## config.mk

```make
export PLATFORM = sky130hd
export DESIGN_NAME = pe_seq_ctrl
export DESIGN_NICKNAME = d
export VERILOG_FILES = /design/src/rtl/pe_seq_ctrl.sv
export SDC_FILE = /design/constraint.sdc
export NUM_CORES = 1
export LEC_CHECK = 0
export CORE_MARGIN = 3
export CORE_UTILIZATION = 40
export DETAILED_ROUTE_END_ITERATION = 16
export PLACE_DENSITY = 0.69
export RECOVER_POWER = 100
export SLEW_MARGIN = 10
export SYNTH_ARGS = -nofsm -noshare
export SYNTH_HDL_FRONTEND = slang
export SYNTH_SLANG_ARGS = --single-unit
```

## constraint.sdc

```tcl
create_clock -name clk -period 2.57 [get_ports clk]
set_input_delay 0.514 -clock clk [delete_from_list [all_inputs] [get_ports clk]]
set_output_delay 0.514 -clock clk [all_outputs]
set_load 0.02 [all_outputs]
```

## src/rtl/pe_seq_ctrl.sv

```systemverilog
// pe_seq_ctrl: per-column sequencer that paces activation bytes into one PE,
// generating its step index, weight-load pulse, finish and end-of-row strobes.
// Latency: busy is visible the cycle after start; pe_weight_load in the first
// busy cycle; each pixel takes N STEP cycles (N=3 for mode E, else 2) plus one
// FIN cycle; done pulses in the cycle after the last finish.
// Backpressure: act_valid low stalls STEP in place. A finish that would write
// the PE output FIFO (tt mirror set) waits in HOLD while fifo_full is high and
// issues combinationally in the first cycle fifo_full is low.
//
// Ports:
//   clk, rst                     clock, asynchronous active-high reset
//   start, cfg_mode, cfg_row_len, cfg_num_rows    pass request and config
//   act_valid / act_ready        activation buffer handshake
//   fifo_full                    PE output FIFO full flag
//   pe_state, pe_weight_mode, pe_weight_load, pe_finish, pe_end_of_row  PE control
//   busy, done                   scheduler status
//   perf_stall_cnt               stall counter, present only when the
//                                PE_SEQ_CTRL_PERF_EN macro is defined (else 0)

module pe_seq_ctrl #(
  parameter int COL_W  = 8,
  parameter int ROW_W  = 8,
  parameter int PERF_W = 32
) (
  input  logic              clk,
  input  logic              rst,
  input  logic              start,
  input  logic [2:0]        cfg_mode,
  input  logic [COL_W-1:0]  cfg_row_len,
  input  logic [ROW_W-1:0]  cfg_num_rows,
  input  logic              act_valid,
  output logic              act_ready,
  input  logic              fifo_full,
  output logic [1:0]        pe_state,
  output logic [2:0]        pe_weight_mode,
  output logic              pe_weight_load,
  output logic              pe_finish,
  output logic              pe_end_of_row,
  output logic              busy,
  output logic              done,
  output logic [PERF_W-1:0] perf_stall_cnt
);

  typedef enum logic [2:0] {
    S_IDLE  = 3'd0,
    S_WLOAD = 3'd1,
    S_STEP  = 3'd2,
    S_FIN   = 3'd3,
    S_HOLD  = 3'd4,
    S_DONE  = 3'd5
  } state_t;

  localparam logic [2:0]       MODE_E  = 3'd0;
  localparam logic [COL_W-1:0] COL_ONE = COL_W'(1);
  localparam logic [ROW_W-1:0] ROW_ONE = ROW_W'(1);

  state_t            state_q, state_d;
  logic [1:0]        step_q, step_d;
  logic [COL_W-1:0]  col_q, col_d;
  logic [ROW_W-1:0]  row_q, row_d;
  logic [COL_W-1:0]  row_len_q, row_len_d;
  logic [ROW_W-1:0]  num_rows_q, num_rows_d;
  logic [2:0]        mode_q, mode_d;
  logic              tt_q, tt_d;
  logic              busy_q, busy_d;

  logic [1:0]        n_steps;
  logic              at_eor;
  logic              last_row;
  logic              write_pending;
  logic              start_acc;

  // Mode E is the only three-step mode; codes 5-7 fall in with A (two steps).
  assign n_steps       = (mode_q == MODE_E) ? 2'd3 : 2'd2;
  assign at_eor        = (col_q == row_len_q - COL_ONE);
  assign last_row      = (row_q == num_rows_q - ROW_ONE);
  // The PE writes its output FIFO only on finishes where its tick/tock is set.
  assign write_pending = tt_q & fifo_full;
  assign start_acc     = (state_q == S_IDLE) & start;

  always_comb begin
    state_d       = state_q;
    step_d        = step_q;
    col_d         = col_q;
    row_d         = row_q;
    row_len_d     = row_len_q;
    num_rows_d    = num_rows_q;
    mode_d        = mode_q;
    tt_d          = tt_q;
    busy_d        = busy_q;
    act_ready     = 1'b0;
    pe_state      = 2'd0;
    pe_finish     = 1'b0;
    pe_end_of_row = 1'b0;

    case (state_q)
      S_IDLE: begin
        if (start) begin
          mode_d     = cfg_mode;
          row_len_d  = cfg_row_len;
          num_rows_d = cfg_num_rows;
          tt_d       = (cfg_mode == MODE_E);
          col_d      = '0;
          row_d      = '0;
          busy_d     = 1'b1;
          state_d    = S_WLOAD;
        end
      end

      S_WLOAD: begin
        step_d  = 2'd1;
        state_d = S_STEP;
      end

      S_STEP: begin
        act_ready = 1'b1;
        if (act_valid) begin
          pe_state = step_q;
          if (step_q == n_steps) begin
            state_d = S_FIN;
          end else begin
            step_d = step_q + 2'd1;
          end
        end
      end

      // FIN and HOLD share the finish decision; HOLD simply re-evaluates it
      // every cycle so the finish goes out in the cycle fifo_full drops.
      S_FIN, S_HOLD: begin
        if (write_pending) begin
          state_d = S_HOLD;
        end else begin
          pe_finish     = 1'b1;
          pe_end_of_row = at_eor;
          step_d        = 2'd1;
          if (at_eor) begin
            tt_d    = 1'b0;
            col_d   = '0;
            row_d   = row_q + ROW_ONE;
            state_d = last_row ? S_DONE : S_STEP;
          end else begin
            tt_d    = ~tt_q;
            col_d   = col_q + COL_ONE;
            state_d = S_STEP;
          end
        end
      end

      S_DONE: begin
        busy_d  = 1'b0;
        state_d = S_IDLE;
      end

      default: begin
        state_d = S_IDLE;
        busy_d  = 1'b0;
      end
    endcase
  end

  always_ff @(posedge clk or posedge rst) begin
    if (rst) begin
      state_q    <= S_IDLE;
      step_q     <= 2'd0;
      col_q      <= '0;
      row_q      <= '0;
      row_len_q  <= '0;
      num_rows_q <= '0;
      mode_q     <= 3'd0;
      tt_q       <= 1'b0;
      busy_q     <= 1'b0;
    end else begin
      state_q    <= state_d;
      step_q     <= step_d;
      col_q      <= col_d;
      row_q      <= row_d;
      row_len_q  <= row_len_d;
      num_rows_q <= num_rows_d;
      mode_q     <= mode_d;
      tt_q       <= tt_d;
      busy_q     <= busy_d;
    end
  end

  assign pe_weight_mode = mode_q;
  assign pe_weight_load = (state_q == S_WLOAD);
  assign done           = (state_q == S_DONE);
  assign busy           = busy_q;

`ifdef PE_SEQ_CTRL_PERF_EN
  logic [PERF_W-1:0] perf_q, perf_d;
  logic              stall_cyc;

  assign stall_cyc = (state_q == S_HOLD) | ((state_q == S_STEP) & ~act_valid);

  always_comb begin
    perf_d = perf_q;
    if (start_acc) begin
      perf_d = '0;
    end else if (stall_cyc && (perf_q != {PERF_W{1'b1}})) begin
      perf_d = perf_q + PERF_W'(1);
    end
  end

  always_ff @(posedge clk or posedge rst) begin
    if (rst) begin
      perf_q <= '0;
    end else begin
      perf_q <= perf_d;
    end
  end

  assign perf_stall_cnt = perf_q;
`else
  // start_acc only feeds the stall counter; keep it referenced.
  logic unused_start_acc;
  assign unused_start_acc = start_acc;
  assign perf_stall_cnt   = '0;
`endif

endmodule

```

== Yosys cells after proc, flatten, opt, wreduce, memory -nomap -nowiden ==
Index checks and enable logic that the tools add are counted.

* Register bits after elaboration: 42
* Word-level logic and storage cells: 76

* Add/sub/neg operators: 5
* Eq/ne operators: 14
* Muxes and demuxes: 32
* Bitwise logic cells: 3
* Reductions and logical operators: 13

{| class="wikitable"
|+ Operator list
! kind !! number
|-
| $mux 8 || 5
|-
| $pmux 8 s2 || 2
|-
| $mux 3 || 6
|-
| $add 8x1->8 const B || 2
|-
| $eq 8x8->1 || 2
|-
| $sub 8x1->8 const B || 2
|-
| $ne 2x2->1 const B || 6
|-
| $pmux 3 s4 || 1
|-
| $mux 1 || 10
|-
| $mux 2 || 5
|-
| $logic_not 3->1 || 3
|-
| $reduce_and 4->1 || 2
|-
| $eq 3x2->1 const B || 2
|-
| $eq 3x3->1 const B || 2
|-
| $pmux 2 s3 || 1
|-
| $reduce_and 3->1 || 2
|-
| $pmux 1 s2 || 2
|-
| $reduce_and 2->1 || 2
|-
| $reduce_or 4->1 || 1
|-
| $eq 3x1->1 const B || 1
|-
| $reduce_bool 3->1 || 1
|-
| $add 2x1->2 const B || 1
|-
| $eq 2x2->1 || 1
|-
| $not 1->1 || 2
|-
| 3 further kinds || 3
|}

== Longest topological paths before layout ==
Gate-level depths: netlist (run 1).

* Depth after elaboration: 6
* Gate-level depth with buffers: 10

== Worst setup path after synthesis (run 1) ==
Ideal clock, no wire load.

* Path kind: reg2out
* Start: register row_len_q[0]
* End: output pe_end_of_row
* Arrival: 2239 ps
* Required time: 2056 ps
* Path slack: -183 ps
* Cell stages (with the launch flop): 8
* Cell sequence: dfrtp_1 -> inv_1 -> ha_1 -> or3b_1 -> a211oi_1 -> o211ai_1 -> a2111oi_4 -> o21a_1

* Word-level cells in the longest chain between the ends: 4

{| class="wikitable"
|+ RTL lines
! item !! RTL line !! source
|-
| from (decl) || 61 || <nowiki>logic [COL_W-1:0] row_len_q, row_len_d;</nowiki>
|-
| from (signal assigned) || 177 || <nowiki>row_len_q <= row_len_d;</nowiki>
|-
| $sub 8x1->8 || 75 || <nowiki>assign at_eor = (col_q == row_len_q - COL_ONE);</nowiki>
|-
| $eq 8x8->1 || 75 ||
|-
| $mux 1 || 130 || <nowiki>if (write_pending) begin</nowiki>
|-
| $mux 1 || 96 || <nowiki>case (state_q)</nowiki>
|-
| to (decl) || 38 || <nowiki>output logic pe_end_of_row,</nowiki>
|}

Every way passes these cells.

== Worst setup path in the final report (run 1) ==
Ends and elaborated chain as after synthesis.

==> results of run 1 <==
==> cells in the mapped netlist (all sizes together), types with 5 or more instances <==
master	number	share of area (%)
xor2	7	2.2
buf	35	9.2
and3	5	1.1
clkbuf	11	1.5
o21ai	18	3.3
nor2	19	2.9
a21oi	13	2.5
nand3	10	1.8
nor3	13	2.4
or3	6	1.5
dfrtp	42	38
inv	11	1.5
xnor2	13	4.1
nand2	66	9.0
==> registers in the layout, indices dropped and copies added (netlist names) <==
signal and cells:
busy 1, row_len_q 8, tt_q 1, col_q 8, state_q 3, row_q 8, step_q 2, num_rows_q 8
pe_weight_mode 3
==> logic make-up after synthesis <==
family,Yosys count,synth area share [%]
buffers and inverters,57,12.2
DFF,42,38.2
and+or+nand+nor,143,24.8
other,1,0.136
muxes,2,0.773
adders and majority gates,4,1.82
xor gates and xnor gates,20,6.37
AOI/OAI and AO/OA,63,15.7
==> metrics by stage <==
| step | setup TNS, ps | total power, mW | utilization (%) |
|---|---|---|---|
| floorplan | -13.9 | 2.31 | - |
| finish | -700 | 3.64 | 55.2 |
| global route | -2110 | 3.91 | 55.2 |
| CTS | -566 | 3.46 | 52.3 |
| global placement | -329 | 2.90 | 50.3 |
| detailed placement | -463 | 2.95 | 50.3 |
==> cell usage in the layout (no fill, tap or decap), types with 4 or more instances in the layout <==
| cell | instances |
|---|---|
| nand2_1 | 65 |
| dfrtp_1 | 40 |
| buf_4 | 35 |
| conb_1 | 32 |
| clkdlybuf4s50_1 | 25 |
| nor2_1 | 15 |
| o21ai_0 | 13 |
| xnor2_1 | 12 |
| nand3_1 | 10 |
| nor3_1 | 10 |
| inv_1 | 9 |
| a21oi_1 | 8 |
| xor2_1 | 7 |
| dlygate4sd3_1 | 7 |
| buf_6 | 7 |
| a21oi_2 | 5 |
| or3_1 | 5 |
| and3_1 | 5 |
| clkbuf_8 | 5 |
| nand4_1 | 4 |
| nand2b_1 | 4 |
| o211ai_1 | 4 |
| o21ai_1 | 4 |
==> timing repair <==
item | CTS | global route
endpoints found under the setup margin | 4 | 21
cloned | 0 | 1
buffers inserted | 5 | 7
pin swaps | 3 | 18
gates resized for setup | 11 | 37
==> how the worst max path moves through the flow <==
stage / depth (start not counted) / slack [ps] / end / startpoint
2_1_floorplan: 7 / -10 / pe_end_of_row / row_len_q[0]
3_3_place_gp: 8 / -330 / pe_end_of_row / row_len_q[0]
3_5_place_dp: 8 / -390 / pe_end_of_row / row_len_q[0]
4_1_cts: 8 / -310 / pe_end_of_row / row_len_q[0]
5_1_grt: 9 / -380 / pe_end_of_row / row_len_q[0]
6_report: 9 / -290 / pe_end_of_row / row_len_q[0]
==> final cells by class <==
type | instances | area [um2]
repair buffers | 78 | 699
multi-input cells | 265 | 1620
inverters | 11 | 41.3
clock buffers | 7 | 76.3
fillers | 600 | 2910
flip-flops and latches | 42 | 1050
well taps | 77 | 96.3
==> worst register-to-register path: cells and delay by family (launching register included) <==
kind / cells / cell delay (ps)
XOR/XNOR: 1 / 100
AO/OA/AOI/OAI: 2 / 510
AND/OR/NAND/NOR: 4 / 980
buffers and inverters: 4 / 510
adder cells (fa/ha/maj): 1 / 130
flip-flops: 1 / 420
==> layer usage <==
layer	track usage, %	vias to the layer above
li1	-	1223
met3	2.76	14
met2	27.9	49
met5	0	-
met1	22.6	1185
met4	6.77	0
==> power breakdown <==
group | internal (mW) | switching [mW]
Clock | 0.187 | 0.229
Combinational | 0.990 | 1.12
Sequential | 0.872 | 0.240
==> impl_results.md, run 1 <==
* P&R area growth vs syn at 30.2%
* Ratio of cells with drive above 1 in the final layout at 21.3%
* Sequential element share of the synthesized area at 38.2%
* PortBufs at 34
* Synth unique cells at 54
* Drt initial violations at 99
* Critical setup path kind: flop to output port
* Minimum clock period at 2860 ps
* Relative max-transition margin at 28.9%
* Maxcap violations at 0
* Worst Skew at 9.79 ps
* Via count at 2,471
* Min-Delay Startpoint: step_q[1]
* Post-synth EDFFs at 0
* Average wire per standard cell at 13.9 um
* Critical path endpoint category: output port
* Met3 WL at 243 um
* DRT met1 WL at 2.95 mm
* Row count at 29
* Syn Area/Cell at 8.29 um2
* Gr usage total at 17.0%
* CP required at 2060 ps
* Hold path depth at 1
* CTS tree: built
* Fmax at 349 MHz
* Slowest CP cell: dfrtp_1
* Final setup fails at 8
* Clk sinks at 42
* Slew @ Worst Pin at 1070 ps
* PD cells at 1010 nW/um2
* Post-DP HPWL at 4.58 mm
* Die height at 88.9 um
* Async SR Flop Fraction at 100%
* Initial antenna violation count at 0
* R2r setup slk at -150 ps
* RSZ-0062 raised after global routing: yes
* #FFs+latches synth at 42
* Largest delay share family, worst path: compound AO/OA/AOI/OAI gates
* RD Place Congestion at 0.829
* Number of global-route vias before repair at 2,270
* Worst hold-check path type: flop to flop
* Reg2reg start: row_len_q[0]
* Yosys Warn Count at 0
* Hold endpoint: step_q[1]
* Total inserted antenna cells at 0
* Setup WS pre-CTS at -393 ps
* Pins Over Slew Limit at 0
* Met2 routed WL at 3.31 mm
* Most frequent cell on the critical path: buf_6
* Core area at 6490 um2
* Vias per inst at 5.15
* Tcrit/Tclk final at 111%
* Cells after Synth at 332
* Worst path cell trace: inv_2, ha_4, or3b_4, buf_6, nor3_4, xnor2_2, a2111oi_4, o21a_2, buf_6
* Placed Area at 3270 um2
* Cell Count, Final, Fillers Out at 480
* Buffers and inverters on the worst path at 3
* Arr. time, crit path at 2350 ps
* Die Span X at 88.9 um
* IO Count at 67
* Top_reg_cell synth: dfrtp_1
* Setup crit start kind: flop
* Post-Route WL at 6.65 mm
* WHS at 493 ps
* Dpl cells at 460
* Root buffer cell: clkbuf_8
* CTS Hold Buffers Added at 0
* Largest net degree at the start of global routing at 43
* Failing checks: setup timing
* Leakage power at 1.68 nW
* H-tree depth at 2
* Top Layer Used: met4
* Crit path max fanout at 3
* Reg2reg path depth at 12
* Final hold vios at 0
* Maximum vdd drop at 543 uV
* Status: finished, violations left
* First-pass GRT wire length at 10.4 mm
* DR DRC count at 0
* Clock Tree Buf Depth at 2
* Final worst slack at -292 ps
* Post-route cell area at 3580 um2
* Die area at 7910 um2
* Initial Util at 42.4%
* First-pass DRT Iterations at 4
* Clock transition at path regs at 70 ps
* CTS Buf Count at 5
* # nets final at 431
* Post-DRT Antenna Nets at 0
* RR Endpoint: row_q[7]
* Clk_lat worst skew at 310 ps
* Overflow after GRT at 0
* CP max stage delay at 420 ps
* Cell area after synthesis at 2750 um2
(Power assumes the default switching activity.)
==> run 2, diff against run 1 <==
--- a/config.mk
+++ b/config.mk
@@ -14,3 +14,4 @@
 export SYNTH_ARGS = -nofsm -noshare
 export SYNTH_HDL_FRONTEND = slang
 export SYNTH_SLANG_ARGS = --single-unit
+export TNS_END_PERCENT = 1
==> run 2 against run 1 <==
  * The run still ends with setup timing left
  * Sequential power barely moved
  * Critical endpoint unchanged
  * Largest cell class unchanged
  * Die area did not move
  * Clock skew fell by 0.85 ps
==> impl_results.md, run 2 (synthesized netlist as in run 1, its figures left out) <==
* DRT met1 WL at 2.90 mm
* Core area at 6490 um2
* Crit path from: row_len_q[0]
* RSZ-0062 raised after global routing: yes
* IO Count at 67
* Fmax at 348 MHz
* Status: finished, violations left
* Average wire per standard cell at 13.5 um
* R2r setup slk at -140 ps
* Worst path cell trace: inv_2, ha_4, or3b_4, buf_4, nor3_2, xnor2_1, a2111oi_4, o21a_2, buf_6
* PortBufs at 34
* CTS Buf Count at 5
* Ratio of cells with drive above 1 in the final layout at 16.7%
* Met3 WL at 228 um
* CTS tree: built
* Final setup fails at 8
* Final hold vios at 0
* Top Layer Used: met4
* PnR Total Power at 3.45 mW
* Die height at 88.9 um
* First-pass GRT wire length at 10.4 mm
* Drt initial violations at 133
* Total inserted antenna cells at 0
* Post-DRT Antenna Nets at 0
* Arr. time, crit path at 2360 ps
* Slew @ Worst Pin at 1060 ps
* Reg2reg start: row_len_q[0]
* FILL cells at 634
* Critical setup path kind: flop to output port
* Overflow after GRT at 0
* Largest net degree at the start of global routing at 43
* Leakage power at 1.59 nW
* Crit path capture: pe_end_of_row
* Pins Over Slew Limit at 0
* Cell Count, Final, Fillers Out at 472
* Clk sinks at 42
* PD cells at 1010 nW/um2
* Worst hold-check path type: flop to flop
* Number of global-route vias before repair at 2,268
* Dpl cells at 460
* Most frequent cells in the layout: 66 x nand2_1, 39 x dfrtp_1, 34 x buf_4, 32 x conb_1, 25 x clkdlybuf4s50_1
* Initial Util at 42.4%
* Post-Route WL at 6.39 mm
* H-tree depth at 2
* Gr usage total at 17.0%
* Slowest CP cell: dfrtp_1
* Clock Tree Buf Depth at 2
* Reg2reg path depth at 11
* Crit path max fanout at 3
* Via count at 2,417
* DR DRC count at 0
* Vias per inst at 5.12
* Worst Skew at 8.95 ps
* # nets final at 423
* Root buffer cell: clkbuf_8
* Post-route setup TNS at -684 ps
* Failing checks: setup timing
* CP required at 2060 ps
* P&R area growth vs syn at 24.1%
* RR Endpoint: row_q[7]
* Die Span X at 88.9 um
* Die area at 7910 um2
* Setup WS pre-CTS at -393 ps
* Commonest non-fill, non-tap cell in the layout: nand2_1
* Final worst slack at -303 ps
* Tcrit/Tclk final at 112%
* Maximum vdd drop at 543 uV
* Row count at 29
* Initial antenna violation count at 0
* Clock transition at path regs at 70 ps
* Clk_lat worst skew at 310 ps
* Maxcap violations at 0
* Setup crit start kind: flop
* CP max stage delay at 420 ps
* RD Place Congestion at 0.829
* Post-DP HPWL at 4.58 mm
* Relative max-transition margin at 29.0%
* Minimum clock period at 2870 ps
* Met2 routed WL at 3.15 mm
* First-pass DRT Iterations at 4
* Critical path endpoint category: output port
-- run 2: cell count changes in the layout (fill, tap and decap cells not counted), sizes merged --
cell,delta
buf,-8
clkbuf,+1
dlygate4sd3,+1
dlymetal6s2s,-1
nor2,-1
-- run 2: metrics by stage --
step           instance area, um2  hold WS (ps)  utilization, %
3_5_place_dp                 3270           486            50.3
3_3_place_gp                 3270           484            50.3
2_1_floorplan                2880           465               -
6_report                     3410           492            52.6
5_1_grt                      3410           512            52.6
4_1_cts                      3400           498            52.3
-- run 2: layout make-up --
cell class	count	area, um2	area share, %
inverter	11	41.3	1.21
tap	77	96.3	2.82
timing repair buffer	71	614	18.0
clock buffer	7	76.3	2.24
multi-input combinational	264	1530	44.8
sequential	42	1050	30.9
-- run 2: what timing repair did --
item	in CTS	in global routing
pin swaps	3	3
hold buffers	0	0
resized for setup	11	6
endpoints found under the setup margin	4	21
buffers inserted	5	0
-- run 2: routing by layer --
metal / vias up / GRT usage (%)
li1: 1209 / -
met1: 1155 / 22.6
met4: 0 / 6.77
met2: 43 / 27.9
met3: 10 / 2.76
met5: - / 0
-- run 2: worst min-delay path by stage --
stage                   end  slack, ps  cells past startpoint          from
2_1_floorplan     step_q[1]        460                      1     step_q[1]
3_3_place_gp   row_len_q[7]        480                      2  row_len_q[7]
3_5_place_dp      step_q[1]        490                      1     step_q[1]
4_1_cts           step_q[1]        500                      1     step_q[1]
5_1_grt           step_q[1]        510                      1     step_q[1]
6_report          step_q[1]        490                      1     step_q[1]
-- run 2: critical path, delay by kind of cell (launching register included) --
kind                     cells  cell delay [ps]
buffers and inverters        3              350
adder cells (fa/ha/maj)      1              130
XOR/XNOR                     1              120
flip-flops                   1              420
AND/OR/NAND/NOR              2              500
AO/OA/AOI/OAI                2              550
-- run 2: power breakdown --
part / total [mW] / internal (mW) / switching, mW
registers: 1.11 / 0.874 / 0.231
logic: 1.94 / 0.896 / 1.04
clock network: 0.411 / 0.187 / 0.224
